[config.mk]
export PLATFORM = sky130hd
export DESIGN_NAME = alu_sched
export DESIGN_NICKNAME = d
export VERILOG_FILES = /design/src/rtl/alu_sched_pkg.sv /design/src/rtl/alu_sched_rr_arb.sv /design/src/rtl/alu_sched.sv
export SDC_FILE = /design/constraint.sdc
export NUM_CORES = 1
export LEC_CHECK = 0
export BUFFER_PORTS_ARGS = -buffer_cell sky130_fd_sc_hd__buf_4
export CORE_AREA = 2 2 55 108
export CTS_CLUSTER_DIAMETER = 50
export CTS_CLUSTER_SIZE = 28
export DETAILED_ROUTE_END_ITERATION = 12
export DIE_AREA = 0 0 57 110
export GPL_TIMING_DRIVEN = 0
export PLACE_DENSITY = 0.89
export SYNTH_ARGS = -nofsm -noshare
export SYNTH_HDL_FRONTEND = slang
export SYNTH_SLANG_ARGS = --single-unit
export TNS_END_PERCENT = 1
[constraint.sdc]
create_clock -name clk_p_i -period 3.4 [get_ports clk_p_i]
set_clock_uncertainty 0.05 [all_clocks]
set_input_delay 0.17 -clock clk_p_i [delete_from_list [all_inputs] [get_ports clk_p_i]]
set_output_delay 0.17 -clock clk_p_i [all_outputs]
set_load 0.03 [all_outputs]
[src/rtl/alu_sched_pkg.sv]
// Shared definitions for the ALU scheduler: FSM state encoding, opcode map and result width.
// Also holds a behavioural reference of the shared ALU for use by environment models.
package alu_sched_pkg;

  localparam int OPND_W = 8;
  localparam int INST_W = 3;
  localparam int RES_W  = 16;

  typedef enum logic [1:0] {
    ST_ACTIVE   = 2'd0,
    ST_DRAINING = 2'd1,
    ST_HALTED   = 2'd2
  } state_e;

  localparam logic [INST_W-1:0] OP_ADD  = 3'd0;
  localparam logic [INST_W-1:0] OP_SUB  = 3'd1;
  localparam logic [INST_W-1:0] OP_AND  = 3'd2;
  localparam logic [INST_W-1:0] OP_OR   = 3'd3;
  localparam logic [INST_W-1:0] OP_XOR  = 3'd4;
  localparam logic [INST_W-1:0] OP_MUL  = 3'd5;
  localparam logic [INST_W-1:0] OP_SHL  = 3'd6;
  localparam logic [INST_W-1:0] OP_PASS = 3'd7;

  // Operands are zero-extended to the result width before every operation.
  function automatic logic [RES_W-1:0] alu_ref(input logic [OPND_W-1:0] a,
                                               input logic [OPND_W-1:0] b,
                                               input logic [INST_W-1:0] inst);
    logic [RES_W-1:0] ea;
    logic [RES_W-1:0] eb;
    logic [RES_W-1:0] res;
    ea  = {{(RES_W-OPND_W){1'b0}}, a};
    eb  = {{(RES_W-OPND_W){1'b0}}, b};
    res = '0;
    case (inst)
      OP_ADD:  res = ea + eb;
      OP_SUB:  res = ea - eb;
      OP_AND:  res = ea & eb;
      OP_OR:   res = ea | eb;
      OP_XOR:  res = ea ^ eb;
      OP_MUL:  res = ea * eb;
      OP_SHL:  res = ea << b[3:0];
      OP_PASS: res = ea;
      default: res = '0;
    endcase
    return res;
  endfunction

endpackage

[src/rtl/alu_sched_rr_arb.sv]
// Two-way round-robin arbiter: combinational grant, pointer remembers the last winner.
// Pointer resets to requester 1 so requester 0 wins the first tie.
module alu_rr_arb
  import alu_sched_pkg::*;
(
  input  logic       clk,
  input  logic       rst_n,
  input  logic [1:0] i_req,
  input  logic       i_en,
  output logic [1:0] o_gnt
);

  logic r_ptr;

  always_comb begin
    o_gnt = 2'b00;
    if (i_en) begin
      case (i_req)
        2'b01:   o_gnt = 2'b01;
        2'b10:   o_gnt = 2'b10;
        2'b11:   o_gnt = r_ptr ? 2'b01 : 2'b10;
        default: o_gnt = 2'b00;
      endcase
    end
  end

  // Any grant is an acceptance, so the pointer only moves when an operation is taken.
  always_ff @(posedge clk or negedge rst_n) begin
    if (!rst_n) begin
      r_ptr <= 1'b1;
    end else if (|o_gnt) begin
      r_ptr <= o_gnt[1];
    end
  end

endmodule

[src/rtl/alu_sched.sv]
// Schedules two requesters onto one shared pipelined ALU, tracking issued operations
// with an in-flight tag shift register and supporting halt/drain.
module alu_sched
  import alu_sched_pkg::*;
#(
  parameter int ALU_LAT = 2
) (
  input  logic              clk_p_i,
  input  logic              reset_n_i,
  input  logic              req0_valid_i,
  input  logic              req1_valid_i,
  output logic              req0_ready_o,
  output logic              req1_ready_o,
  input  logic [7:0]        req0_a_i,
  input  logic [7:0]        req0_b_i,
  input  logic [7:0]        req1_a_i,
  input  logic [7:0]        req1_b_i,
  input  logic [2:0]        req0_inst_i,
  input  logic [2:0]        req1_inst_i,
  output logic [7:0]        alu_a_o,
  output logic [7:0]        alu_b_o,
  output logic [2:0]        alu_inst_o,
  input  logic [RES_W-1:0]  alu_data_i,
  output logic              rsp_valid_o,
  output logic              rsp_id_o,
  output logic [RES_W-1:0]  rsp_data_o,
  input  logic              halt_i,
  output logic              halted_o,
  output logic [15:0]       op_cnt_o
);

  state_e            r_state;
  logic              r_halted;
  logic [ALU_LAT:0]  r_tag_vld;
  logic [ALU_LAT:0]  r_tag_id;
  logic [7:0]        r_alu_a;
  logic [7:0]        r_alu_b;
  logic [2:0]        r_alu_inst;
  logic              r_rsp_vld;
  logic              r_rsp_id;
  logic [RES_W-1:0]  r_rsp_data;
  logic [15:0]       r_op_cnt;

  logic [1:0]        w_gnt;
  logic              w_en;
  logic              w_accept;
  logic              w_gnt_id;

  // halt_i gates issue combinationally so the cycle it rises already grants nothing.
  assign w_en     = (r_state == ST_ACTIVE) && !halt_i;
  assign w_accept = |w_gnt;
  assign w_gnt_id = w_gnt[1];

  alu_rr_arb u_arb (
    .clk   (clk_p_i),
    .rst_n (reset_n_i),
    .i_req ({req1_valid_i, req0_valid_i}),
    .i_en  (w_en),
    .o_gnt (w_gnt)
  );

  assign req0_ready_o = w_gnt[0];
  assign req1_ready_o = w_gnt[1];

  always_ff @(posedge clk_p_i or negedge reset_n_i) begin
    if (!reset_n_i) begin
      r_alu_a    <= '0;
      r_alu_b    <= '0;
      r_alu_inst <= '0;
      r_op_cnt   <= '0;
    end else if (w_accept) begin
      r_alu_a    <= w_gnt_id ? req1_a_i    : req0_a_i;
      r_alu_b    <= w_gnt_id ? req1_b_i    : req0_b_i;
      r_alu_inst <= w_gnt_id ? req1_inst_i : req0_inst_i;
      r_op_cnt   <= r_op_cnt + 16'd1;
    end
  end

  // Tag stage k holds the operation issued k+1 edges ago; the last stage lines up with alu_data_i.
  always_ff @(posedge clk_p_i or negedge reset_n_i) begin
    if (!reset_n_i) begin
      r_tag_vld  <= '0;
      r_tag_id   <= '0;
      r_rsp_vld  <= 1'b0;
      r_rsp_id   <= 1'b0;
      r_rsp_data <= '0;
    end else begin
      r_tag_vld <= {r_tag_vld[ALU_LAT-1:0], w_accept};
      r_tag_id  <= {r_tag_id[ALU_LAT-1:0], w_gnt_id};
      r_rsp_vld <= r_tag_vld[ALU_LAT];
      if (r_tag_vld[ALU_LAT]) begin
        r_rsp_id   <= r_tag_id[ALU_LAT];
        r_rsp_data <= alu_data_i;
      end
    end
  end

  always_ff @(posedge clk_p_i or negedge reset_n_i) begin
    if (!reset_n_i) begin
      r_state  <= ST_ACTIVE;
      r_halted <= 1'b0;
    end else begin
      case (r_state)
        ST_ACTIVE: begin
          if (halt_i) r_state <= ST_DRAINING;
        end
        ST_DRAINING: begin
          if (!halt_i) begin
            r_state <= ST_ACTIVE;
          end else if (r_tag_vld == '0) begin
            r_state  <= ST_HALTED;
            r_halted <= 1'b1;
          end
        end
        ST_HALTED: begin
          if (!halt_i) begin
            r_state  <= ST_ACTIVE;
            r_halted <= 1'b0;
          end
        end
        default: begin
          r_state  <= ST_ACTIVE;
          r_halted <= 1'b0;
        end
      endcase
    end
  end

  assign alu_a_o     = r_alu_a;
  assign alu_b_o     = r_alu_b;
  assign alu_inst_o  = r_alu_inst;
  assign rsp_valid_o = r_rsp_vld;
  assign rsp_id_o    = r_rsp_id;
  assign rsp_data_o  = r_rsp_data;
  assign halted_o    = r_halted;
  assign op_cnt_o    = r_op_cnt;

endmodule

==> results.yml <==
worst_setup_path:
  worst_setup_path_start_kind: "primary input"
  cp.arrival_ps: 1660
  critPathRequiredTime_ps: 3180
  crit_type: "primary input to output pin"
  cp_max_fo: 10
  endpoint_kind: "output pin"
sta:
  finalHoldViolCount: 0
  holdWs_ps: 18.0
  fmax_ghz: 0.533
  setup_ws_ps: 1520
  drv_slew: 0
  worst_pin_slew_ps: 775
  fin_setup_tns_ps: 0
  maxSlewHeadroom_pct: 48.3
  period_share_pct: 55.2
  finalSetupViolCount: 0
  post-route-min-period_ps: 1880
  rsz0062_at_grt: "false"
clock_network:
  numCtsBuffers: 9
  clock_path_buffers: 2
  clkSinkCount: 63
  htree_levels: 3
  clock-root-buffer: "clkbuf_8"
  cts_tree: "built"
  path_clk_slew_ps: 70
  clk_latency_ps: 330
  post_cts_buffers: 0
grt:
  grtUsageMet2_pct: 34.6
  grt_overflow: 0
  busiest_layer: "met2"
  grt_first_pass_wirelength_mm: 9.27
  grt_usage_pct: 19.2
  grt_pass1_vias: 2125
  antenna_found_initial: 0
  grtUsageMet3_pct: 6.07
  met1_usage_pct: 20.3
  grt_max_degree: 64
place:
  io_buffers: 114
  place_ws_ps: 1770
  gp_congestion: 0.796
  place_inst: 388
  post-dp-hpwl_mm: 4.29
drt:
  route.detailed.wl_per_inst_um: 14.3
  drtAntennaViolNets: 0
  drt_iter0_drc: 42
  num_vias: 2079
  wl_mm: 5.80
  via_per_inst: 5.13
  drc: 0
  drt_first_pass_iters: 6
power:
  leakagePower_uw: 0.00189
  powerDensity_nw_per_um2: 719
  ir_drop_v: 0.000733
  p_clk_share_pct: 22.8
  switching_power_uw: 997
  netSwitchingFraction_pct: 36.9
  internal_power_uw: 1700
  comb_power_share_pct: 37.3
  fin_total_pwr_uw: 2700
  p_seq_share_pct: 39.9
status:
  status: "complete, no violations"
layout:
  finalNonFillerCells: 405
  layout-drive-gt1-share_pct: 44.9
  nFillCells: 425
  n_antenna_cell: 0
  synthToLayoutAreaGrowth_pct: 44.0
  fin_nets: 402
  multi_input_area_um2: 971
  regArea_um2: 1580
run:
  drv_cap: 0
floorplanning:
  ioPinCount: 115
  core-area_um2: 5420
  die-area_um2: 6270
  die_h_um: 110
  initial_core_util_pct: 48.1
  die_x_um: 57
  placementRows: 38
min_path:
  hold_class: "primary input to register"
logic_synthesis:
  syn_area_per_cell_um2: 12.2
  synth_cells: 214
  seq_area_frac_synth_pct: 60.5
  yosys_warnings: 0
  synth_fp_nets: 274
  ys_types: 32
  synth_area_um2: 2610
  synth_seq_cells: 63
-- logic make-up (layout without fill, tap and decap cells) --
| kind of cell | after synthesis | in the layout | synth area share (%) |
|---|---|---|---|
| buffers and inverters | 14 | 145 | 2.21 |
| AND/OR/NAND/NOR | 57 | 57 | 11.3 |
| adder cells (fa/ha/maj) | 1 | 1 | 0.480 |
| AO/OA/AOI/OAI | 28 | 28 | 5.81 |
| XOR/XNOR | 15 | 15 | 5.04 |
| multiplexers | 36 | 36 | 14.6 |
| flip-flops | 63 | 63 | 60.5 |
-- path summary, 6_finish.rpt --
kind                                    start            end  slack (ps)  cells after the start
max in group asynchronous           reset_n_i    r_tag_id[1]        2370                      2
min in group asynchronous           reset_n_i  rsp_data_o[4]         410                      2
worst min register to register    r_tag_id[1]    r_tag_id[2]         300                      0
worst max register to register     r_state[1]     alu_a_o[3]        1770                      5
worst min-delay path            alu_data_i[0]  rsp_data_o[0]          20                      2
worst max-delay path             req0_valid_i   req1_ready_o        1520                      6
-- timing repair --
action	4_1_cts	5_1_grt
resized for setup	0	0
hold endpoints to repair	64	0
hold buffers	3	0
-- metal layers --
layer / share of wire (%) / vias to the layer above
met1: 36 / 998
met2: 56 / 81
met3: 6.5 / 7
met5: 0 / -
li1: - / 993
met4: 1.2 / 0
-- cells in the final DEF (no fill, tap or decap), drive strengths merged, types with 6 or more instances in the layout --
master / instances
xnor2: 7
dfrtp: 62
inv: 6
mux2i: 19
o21ai: 21
buf: 118
mux2: 17
nor3: 8
xor2: 8
nand2: 31
clkbuf: 14
-- synth_stat cells --
cell type,number,share of area [%]
a21boi_1,1,0.29
a21oi_1,3,0.58
a31oi_1,1,0.24
and2_1,2,0.48
and4_1,1,0.34
and4_4,1,0.43
buf_2,4,0.77
clkbuf_1,4,0.58
dfrtp_1,62,60
dfstp_2,1,1.0
ha_1,1,0.48
inv_1,6,0.86
mux2_2,17,7.3
mux2i_1,19,7.3
nand2_1,31,4.5
nand3_1,4,0.77
nand4_1,3,0.72
nand4_2,1,0.48
nor2_1,2,0.29
nor3_1,7,1.3
nor3_4,1,0.62
nor3b_1,1,0.29
nor4_2,1,0.48
nor4b_1,1,0.34
o21a_1,1,0.29
o21ai_0,19,3.6
o21ai_1,1,0.19
o21ai_2,1,0.34
o22ai_1,1,0.24
or3_1,1,0.24
xnor2_1,7,2.4
xor2_1,8,2.7
-- cell type report --
cell class | instances | area share [%]
buffer | 8 | 0.934
clock buffer | 10 | 3.67
clock inverter | 4 | 1.27
inverter | 6 | 0.600
multi-input combinational | 137 | 25.9
sequential | 63 | 42.0
tap | 60 | 2.00
timing repair buffer | 117 | 23.6
-- through the flow --
| step | cell area, um^2 | util [%] |
|---|---|---|
| after floorplan | 2610 | - |
| final | 3750 | 69.2 |
| after detailed placement | 3540 | 65.3 |
| after global placement | 3540 | 65.3 |
| after global routing | 3750 | 69.2 |
| after CTS | 3750 | 69.2 |
-- critical path: stages --
cell,delay (ps)
dlygate4sd3_1,530
buf_4,150
a21boi_1,140
buf_2,300
and2_1,190
buf_4,160
-- power by group through the flow --
stage,logic [uW],clock network (uW),registers [uW]
after floorplan,257,0,1420
after global placement,997,0,1080
after detailed placement,1010,0,1090
after CTS,1020,633,1080
after global routing,1070,671,1100
final,1010,615,1080
-- sequential cells by signal (all words and copies together) (netlist names) --
name	count
halted_o	1
r_state	2
r_tag_id	3
alu_b_o	8
op_cnt_o	16
alu_inst_o	3
u_arb.r_ptr	1
rsp_data_o	16
alu_a_o	8
rsp_valid_o	1
r_tag_vld	3
rsp_id_o	1
Note: power is estimated with default switching activity, not from simulation.
